--- src/rtl/nd_1ton_router.sv ---
`default_nettype none

// ============================================================================
// Module   : nd_1ton_router
// Purpose  : 1-to-N message router node. One 4-phase req/ack input channel is
//            routed by destination-address ranges (optionally broadcast to all
//            outputs) into one FIFO per output. Each FIFO drives its own
//            independent 4-phase output channel through a payload register.
// Ports    : i_clk, reset          clock, synchronous active-high reset
//            ready                  high once initialised after reset
//            rcv_src/dst/dat/red    input message fields
//            rcv_req / rcv_ack      input 4-phase handshake
//            snd_src/dst/dat/red    packed per-output message fields (k at [k*W+:W])
//            snd_req / snd_ack      per-output 4-phase handshake
//            occ                    packed per-output FIFO occupancy
// Revision : 1.0 - initial release
// ============================================================================

`ifndef NS_ADDRESS_SIZE
`define NS_ADDRESS_SIZE 16
`endif
`ifndef NS_DATA_SIZE
`define NS_DATA_SIZE 32
`endif
`ifndef NS_REDUN_SIZE
`define NS_REDUN_SIZE 4
`endif
`ifndef NS_MESSAGE_FIFO_SIZE
`define NS_MESSAGE_FIFO_SIZE 4
`endif

module nd_1ton_router #(
  parameter int NUM_OUT = 2,
  parameter int ASZ = `NS_ADDRESS_SIZE,
  parameter int DSZ = `NS_DATA_SIZE,
  parameter int RSZ = `NS_REDUN_SIZE,
  parameter int FSZ = `NS_MESSAGE_FIFO_SIZE,
  // Ascending upper bounds of outputs 0..NUM_OUT-2; the last output takes the rest.
  parameter logic [(NUM_OUT-1)*ASZ-1:0] UPPER = ((NUM_OUT-1)*ASZ)'(7),
  parameter bit BCAST_EN = 1'b0,
  parameter logic [ASZ-1:0] BCAST_ADR = {ASZ{1'b1}}
) (
  input  logic                                  i_clk,
  input  logic                                  reset,
  output logic                                  ready,
  input  logic [ASZ-1:0]                        rcv_src,
  input  logic [ASZ-1:0]                        rcv_dst,
  input  logic [DSZ-1:0]                        rcv_dat,
  input  logic [RSZ-1:0]                        rcv_red,
  input  logic                                  rcv_req,
  output logic                                  rcv_ack,
  output logic [NUM_OUT*ASZ-1:0]                snd_src,
  output logic [NUM_OUT*ASZ-1:0]                snd_dst,
  output logic [NUM_OUT*DSZ-1:0]                snd_dat,
  output logic [NUM_OUT*RSZ-1:0]                snd_red,
  output logic [NUM_OUT-1:0]                    snd_req,
  input  logic [NUM_OUT-1:0]                    snd_ack,
  output logic [NUM_OUT*($clog2(FSZ)+1)-1:0]    occ
);

  localparam int PW = $clog2(FSZ) + 1;   // pointer width (one wrap bit)
  localparam int IW = PW - 1;            // storage index width
  localparam int MW = 2*ASZ + DSZ + RSZ; // packed message {src,dst,dat,red}

  logic                         ready_q, ready_d;
  logic                         rcv_ack_q, rcv_ack_d;
  logic [NUM_OUT-1:0]           snd_req_q, snd_req_d;
  logic [NUM_OUT-1:0][MW-1:0]   pay_q, pay_d;
  logic [NUM_OUT-1:0][PW-1:0]   head_q, head_d;
  logic [NUM_OUT-1:0][PW-1:0]   tail_q, tail_d;
  logic [MW-1:0]                mem_q [NUM_OUT][FSZ];

  logic [NUM_OUT-1:0]           w_tgt;
  logic [NUM_OUT-1:0][PW-1:0]   w_occ;
  logic [NUM_OUT-1:0]           w_full;
  logic [NUM_OUT-1:0]           w_empty;
  logic [NUM_OUT-1:0]           w_pop;
  logic [NUM_OUT-1:0]           w_push;
  logic                         w_room;
  logic                         w_accept;
  logic [MW-1:0]                w_msg;

  assign w_msg = {rcv_src, rcv_dst, rcv_dat, rcv_red};

  // Destination decode: first range whose upper bound covers the address,
  // otherwise the last output. Broadcast overrides the ranges.
  always_comb begin
    logic hit;
    hit   = 1'b0;
    w_tgt = '0;
    for (int k = 0; k < NUM_OUT-1; k++) begin
      if (!hit && (rcv_dst <= UPPER[k*ASZ +: ASZ])) begin
        w_tgt[k] = 1'b1;
        hit      = 1'b1;
      end
    end
    if (!hit) w_tgt[NUM_OUT-1] = 1'b1;
    if (BCAST_EN && (rcv_dst == BCAST_ADR)) w_tgt = '1;
  end

  // Pops only from a non-empty FIFO, so a message written this edge cannot
  // reach the output register until the next edge.
  always_comb begin
    for (int k = 0; k < NUM_OUT; k++) begin
      w_occ[k]   = tail_q[k] - head_q[k];
      w_full[k]  = (w_occ[k] == PW'(FSZ));
      w_empty[k] = (w_occ[k] == '0);
      w_pop[k]   = !snd_req_q[k] && !snd_ack[k] && !w_empty[k];
    end
  end

  // A full target still has room if it pops on the same edge. Every target
  // must have room, which keeps broadcast writes all-or-nothing.
  assign w_room   = &(~w_tgt | ~w_full | w_pop);
  assign w_accept = ready_q && rcv_req && !rcv_ack_q && w_room;
  assign w_push   = w_tgt & {NUM_OUT{w_accept}};

  always_comb begin
    ready_d   = 1'b1;
    rcv_ack_d = rcv_ack_q;
    if (w_accept)      rcv_ack_d = 1'b1;
    else if (!rcv_req) rcv_ack_d = 1'b0;

    head_d    = head_q;
    tail_d    = tail_q;
    snd_req_d = snd_req_q;
    pay_d     = pay_q;
    for (int k = 0; k < NUM_OUT; k++) begin
      if (w_push[k]) tail_d[k] = tail_q[k] + PW'(1);
      if (w_pop[k]) begin
        head_d[k]    = head_q[k] + PW'(1);
        pay_d[k]     = mem_q[k][head_q[k][IW-1:0]];
        snd_req_d[k] = 1'b1;
      end else if (snd_req_q[k] && snd_ack[k]) begin
        snd_req_d[k] = 1'b0;
      end
    end
  end

  always_ff @(posedge i_clk) begin
    if (reset) begin
      ready_q   <= 1'b0;
      rcv_ack_q <= 1'b0;
      snd_req_q <= '0;
      pay_q     <= '0;
      head_q    <= '0;
      tail_q    <= '0;
    end else begin
      ready_q   <= ready_d;
      rcv_ack_q <= rcv_ack_d;
      snd_req_q <= snd_req_d;
      pay_q     <= pay_d;
      head_q    <= head_d;
      tail_q    <= tail_d;
    end
  end

  // Storage needs no reset: the pointers define what is valid.
  always_ff @(posedge i_clk) begin
    for (int k = 0; k < NUM_OUT; k++) begin
      if (w_push[k]) mem_q[k][tail_q[k][IW-1:0]] <= w_msg;
    end
  end

  assign ready   = ready_q;
  assign rcv_ack = rcv_ack_q;
  assign snd_req = snd_req_q;

  for (genvar k = 0; k < NUM_OUT; k++) begin : g_out
    assign snd_red[k*RSZ +: RSZ] = pay_q[k][0 +: RSZ];
    assign snd_dat[k*DSZ +: DSZ] = pay_q[k][RSZ +: DSZ];
    assign snd_dst[k*ASZ +: ASZ] = pay_q[k][RSZ+DSZ +: ASZ];
    assign snd_src[k*ASZ +: ASZ] = pay_q[k][RSZ+DSZ+ASZ +: ASZ];
    assign occ[k*PW +: PW]       = w_occ[k];
  end

endmodule

`default_nettype wire

--- config.mk ---
export PLATFORM = sky130hd
export DESIGN_NAME = nd_1ton_router
export DESIGN_NICKNAME = d
export VERILOG_FILES = /design/src/rtl/nd_1ton_router.sv
export SDC_FILE = /design/constraint.sdc
export NUM_CORES = 1
export LEC_CHECK = 0
export CAP_MARGIN = 30
export CORE_ASPECT_RATIO = 0.6
export CORE_MARGIN = 5
export CORE_UTILIZATION = 50
export DETAILED_ROUTE_END_ITERATION = 6
export GPL_TIMING_DRIVEN = 0
export PLACE_DENSITY = 0.83
export REMOVE_ABC_BUFFERS = 1
export SLEW_MARGIN = 20
export SYNTH_ARGS = -nofsm -noshare
export SYNTH_HDL_FRONTEND = slang
export SYNTH_SLANG_ARGS = --single-unit
--- constraint.sdc ---
create_clock -name i_clk -period 7.07 [get_ports i_clk]
set_clock_uncertainty 0.1 [all_clocks]
set_input_delay 1.414 -clock i_clk [delete_from_list [all_inputs] [get_ports i_clk]]
set_output_delay 1.414 -clock i_clk [all_outputs]
set_load 0.03 [all_outputs]
* After elaboration in Yosys (flattened, before gate mapping)
Memory sizes are Yosys's and may differ from the RTL's.
Cells that the tools add are included.
** Operators by class
- Add/sub/neg operators :: 6
- Magnitude comparators :: 7
- Equal/unequal tests :: 3
- Multiplexer cells :: 26
- Bitwise operators :: 9
- Reduce and logical (&&, ||, !) cells :: 24
** Operators by type and width (count)
- $mux W272 :: 4
- $mux W68 :: 6
- $bmux W68 S2 :: 2
- $demux W68 S2 :: 2
- $reduce_or A272 Y1 :: 1
- $le A16 B3 Y1 const B :: 1
- $add A3 B1 Y3 const B :: 4
- $ge A3 B3 Y1 const B :: 4
- $mux W1 :: 12
- $not A2 Y3 :: 4
- $logic_and A1 B1 Y1 :: 11
- $logic_not A1 Y1 :: 7
- $eq A3 B3 Y1 const B :: 2
- $logic_not A3 Y1 :: 2
- $lt A3 B1 Y1 const B :: 2
- $sub A3 B3 Y3 :: 2
- $not A2 Y2 :: 2
- $or A2 B2 Y2 :: 2
- $reduce_bool A2 Y1 :: 2
- $and A2 B2 Y2 :: 1
- $ne A2 B1 Y1 const B :: 1
- $reduce_and A2 Y1 :: 1
** Storage, ports and cells
- Register bits after elaboration :: 152
- Memory bits (writable) :: 544
- Bits of input ports :: 73
- Output and inout bits :: 146
- Word-level logic and storage cells :: 86
- Memories kept :: 1
** Memories
- mem_q :: words 2, width 272, read ports 2, clocked after Yosys merged registers in 0, wr ports 1, line 71 : logic [MW-1:0] mem_q [NUM_OUT][FSZ];

* Logic depth before layout (Yosys ltp)
- Word-level depth :: 13
- Gate-level depth with buffers :: 9
- Gate-level depth less buffers :: 7

* Least setup slack after synthesis
OpenSTA, ideal clock, no wires.
- Path type :: input to register
- Start point :: in rcv_dst[13]
- End point :: mem mem_q[0][0] in the netlist's numbering, enable pin
- Setup time :: 0.578 ns
- Data arrival time :: 6.643 ns
- Data required time :: 6.392 ns
- Path slack :: -0.251 ns
- Cell stages on the path :: 3
- Buffers on the path :: 0
- Cells stage by stage :: nor4_1 -> nand4_1 -> nor3_1
** On the way
- Longest elaborated chain between the ends :: 13
- Elaborated cells on any way between the ends :: 16
- Classes of those cells :: 1 x order compare; 8 x mux; 4 x bitwise; 3 x reduce/logical
** RTL lines
- start, declared :: line 47 : input logic [ASZ-1:0] rcv_dst,
- $le A16 B3 Y1 (*) :: line 92 : if (!hit && (rcv_dst <= UPPER[k*ASZ +: ASZ])) begin
- $mux W1 (*) :: line 92
- $mux W1 :: line 97 : if (!hit) w_tgt[NUM_OUT-1] = 1'b1;
- $not A2 Y2 :: line 114 : assign w_room = &(~w_tgt | ~w_full | w_pop);
- $or A2 B2 Y2 (2 in series) :: line 114
- $reduce_and A2 Y1 :: line 114
- $logic_and A1 B1 Y1 :: line 115 : assign w_accept = ready_q && rcv_req && !rcv_ack_q && w_room;
- $and A2 B2 Y2 (*) :: line 116 : assign w_push = w_tgt & {NUM_OUT{w_accept}};
- $mux W1 :: line 161 : if (w_push[k]) mem_q[k][tail_q[k][IW-1:0]] <= w_msg;
- $mux W272 (implied by the code) :: line 161
- $reduce_or A272 Y1 (no line)
- $mux W1 (no line) or $mux W272 (tied branches)
- end, declared :: line 71
Mark *: on every way between the ends. The rest lies on a longest branch, timed or not.

* Worst setup path after layout
- Start point :: reg head_q[0] in the netlist's numbering
- End point :: out occ[2]
** On the way
- Longest elaborated chain between the ends :: 1
** RTL lines
- start, declared :: line 69 : logic [NUM_OUT-1:0][PW-1:0] head_q, head_d;
- start signal, assigned :: line 146 : head_q <= '0;
- start signal, assigned :: line 153 : head_q <= head_d;
- $sub A3 B3 Y3 :: line 105 : w_occ[k] = tail_q[k] - head_q[k];
- end, declared :: line 58 : output logic [NUM_OUT*($clog2(FSZ)+1)-1:0] occ
No other way between the ends.

==> flow_metrics.tcl <==
set metrics [dict create \
    outcome "completed" \
    ff2ff_setup_slack_ns 3.16 \
    synth-seq-cells 696 \
    fin_tns_setup_ns 0 \
    synth_compound_area_frac 0.03165 \
    cts.hold.buffers_added 0 \
    hpwlAfterDp_um 34010 \
    cap_violations 0 \
    gp_congestion 0.7315 \
    grt_first_pass_wirelength_um 85760 \
    min_from "snd_dat[1]$_SDFFE_PP0P_" \
    num_rows 63 \
    ys_seq_area_frac 0.7695 \
    cts_resized 0 \
    cts-root-buf "clkbuf_16" \
    overflow 0 \
    crit_arrival_ns 3.17 \
    diodes 0 \
    grt_antenna_before_repair 0 \
    drc 0 \
    cts.sinks 696 \
    finalNetCount 1736 \
    yosys-top-cells-area "edfxtp_1, mux4_2, dfxtp_1" \
    syn2layout_area_growth_pct 21.33 \
    viasPerCell 5.693 \
    synth_fa_ha_area_frac 0.007552 \
    die_w_um 299.7 \
    hp-class "reg -> reg" \
    synth_edf_count 544 \
    synthMuxAreaShare 0.1231 \
    r2r_cells 12 \
    period_share 0.6629 \
    critPathCaptureType "primary output" \
    antenna_left 0 \
    path_clk_slew_ns 0.07 \
    synth_top_family_by_area "multiplexers" \
    wirelength_um 55820 \
    cts_setup_buffers 0 \
    firstDrtPassIters 5 \
    io_pins 219 \
    holdPathStages 2 \
    grt_pass1_vias 14120 \
    core_area_um2 49580 \
    start_kind "register" \
    synth_xor_area_frac 0.002633 \
    cts_buffers 58 \
    use_met2 0.3470 \
    avgSynthCellArea_um2 17.78 \
    grt_max_degree 86 \
    ir_worst_vdd_mv 0.2495 \
    synth_area_um2 25180 \
    vias 13370 \
    rsz0062_at_grt "false" \
    ys.flop_type "edfxtp_1" \
    start_util 0.5079 \
    htreeDepth 2 \
    layout_common_cells "edfxtp_1, nand2_1, clkdlybuf4s50_1" \
    synth.distinct_cells 39 \
    power.leakage_uw 0.009674 \
    fillCellCount 3341 \
    slew_violations 0 \
    dieArea_um2 55100 \
    layout_commonest_cell "edfxtp_1" \
    r2r-start "head_q[0]$_SDFFE_PP0P_" \
    place_inst 2239 \
    slew_headroom 0.4916 \
    layout.cells.non_filler 2349 \
    io_buffers 218 \
    final_hold_viol_count 0 \
    chipHeight_um 183.8 \
    critPathRequiredTime_ns 5.56 \
    r2r-end "mem_q[0][15]$_DFFE_PP_" \
    crit_fanout 30 \
    setup_violations 0 \
    grtUsageMet3 0.03670 \
    finalInstanceArea_um2 30560 \
    worstMarginPinSlew_ns 0.7625 \
    p_per_area_nw_per_um2 360.3 \
    cts_buffer_depth 3 \
    wire_per_inst_um 23.76 \
    cts_tree "built" \
    synth-simple-area-share 0.04993 \
    grtUsageTotal 0.2033 \
    grt.busiest_layer "met2" \
    syn_inst 1416 \
    hold_path_end "snd_dat[1]$_SDFFE_PP0P_" \
    drtIter0Drc 1217 \
    synth_top_cell_area_share 0.6487 \
    use_met1 0.2813 \
    yosys_warnings 0 \
    fin_crit_ns 4.687 \
    ys_async_sr_fraction 0 \
    place_area_um2 28620 \
    insertion_delay_ns 0.60 \
    layout-drive-gt1-share 0.1677 \
    synth_top_area_cell "edfxtp_1" \
    fmax_ghz 0.2134 \
    path_class "reg -> out" \
]
cells by family after synthesis:
kind of cell,Yosys count
AO/OA/AOI/OAI,155
adder cells (fa/ha/maj),14
AND/OR/NAND/NOR,316
flip-flops,696
buffers and inverters,92
XOR/XNOR,4
multiplexers,139
worst max-delay path, stage by stage (launching register included):
cell	delay (ns)
dfxtp_4	0.46
buf_16	0.25
ha_1	0.26
fa_1	0.39
xor3_1	0.45
clkdlybuf4s50_1	0.75
flip-flops by register name (all words and copies together), names as in the netlist:
register / count
mem_q: 544
snd_dat: 64
snd_dst: 32
snd_src: 32
snd_red: 8
head_q: 6
tail_q: 6
snd_req: 2
rcv_ack: 1
ready: 1
worst max path at each step:
stage | startpoint | end | slack (ns) | depth (start not counted)
final | head_q[0]$_SDFFE_PP0P_ | occ[2] | 2.38 | 5
after global routing | head_q[0]$_SDFFE_PP0P_ | occ[2] | 2.27 | 5
after CTS | head_q[0]$_SDFFE_PP0P_ | occ[2] | 2.34 | 5
after detailed placement | rcv_dst[5] | mem_q[0][15]$_DFFE_PP_ | 2.02 | 10
after global placement | head_q[0]$_SDFFE_PP0P_ | mem_q[0][54]$_DFFE_PP_ | -8.82 | 5
after floorplan | head_q[0]$_SDFFE_PP0P_ | mem_q[0][0]$_DFFE_PP_ | -2.47 | 5
layout make-up:
cell class	instances	area, um2	share of cell area
clock inverters	27	262.8	0.008599
clock buffers	83	1677	0.05487
flip-flops and latches	696	19390	0.6347
repair buffers	253	2894	0.09471
inverters	12	45.04	0.001474
well taps	650	813.3	0.02662
multi-input cells	628	5470	0.1790
cell usage after synthesis, types with 4 or more instances:
| master | instances |
|---|---|
| nor3_1 | 6 |
| nand2_1 | 281 |
| inv_1 | 12 |
| edfxtp_1 | 544 |
| nor2_1 | 9 |
| ha_1 | 12 |
| o21ai_0 | 4 |
| buf_2 | 30 |
| clkbuf_1 | 46 |
| mux4_2 | 136 |
| dfxtp_1 | 152 |
| a21oi_1 | 143 |
| and2_1 | 7 |
power breakdown:
| group | switching, uW | internal, uW | total, uW |
|---|---|---|---|
| clock | 1420 | 1800 | 3220 |
| sequential | 211 | 4710 | 4920 |
| combinational | 1650 | 1210 | 2870 |
routing by layer:
layer  vias to the layer above  routed length, um
met1                      6884              23040
met4                         0                949
li1                       5876                  -
met2                       538              27660
met5                         -                  0
met3                        74               4157
stage by stage:
| stage | util | worst slack [ns] | total power (uW) | hold WS (ns) |
|---|---|---|---|---|
| detailed placement | 0.5772 | 2.021 | 7895 | 0.3470 |
| floorplan | - | -2.475 | 6623 | 0.3463 |
| CTS | 0.6163 | 2.339 | 11110 | 0.3565 |
| global route | 0.6163 | 2.270 | 11500 | 0.3747 |
| global placement | 0.5613 | -8.819 | 7777 | 0.3408 |
| finish | 0.6163 | 2.383 | 11010 | 0.3534 |
(Power assumes the default switching activity.)
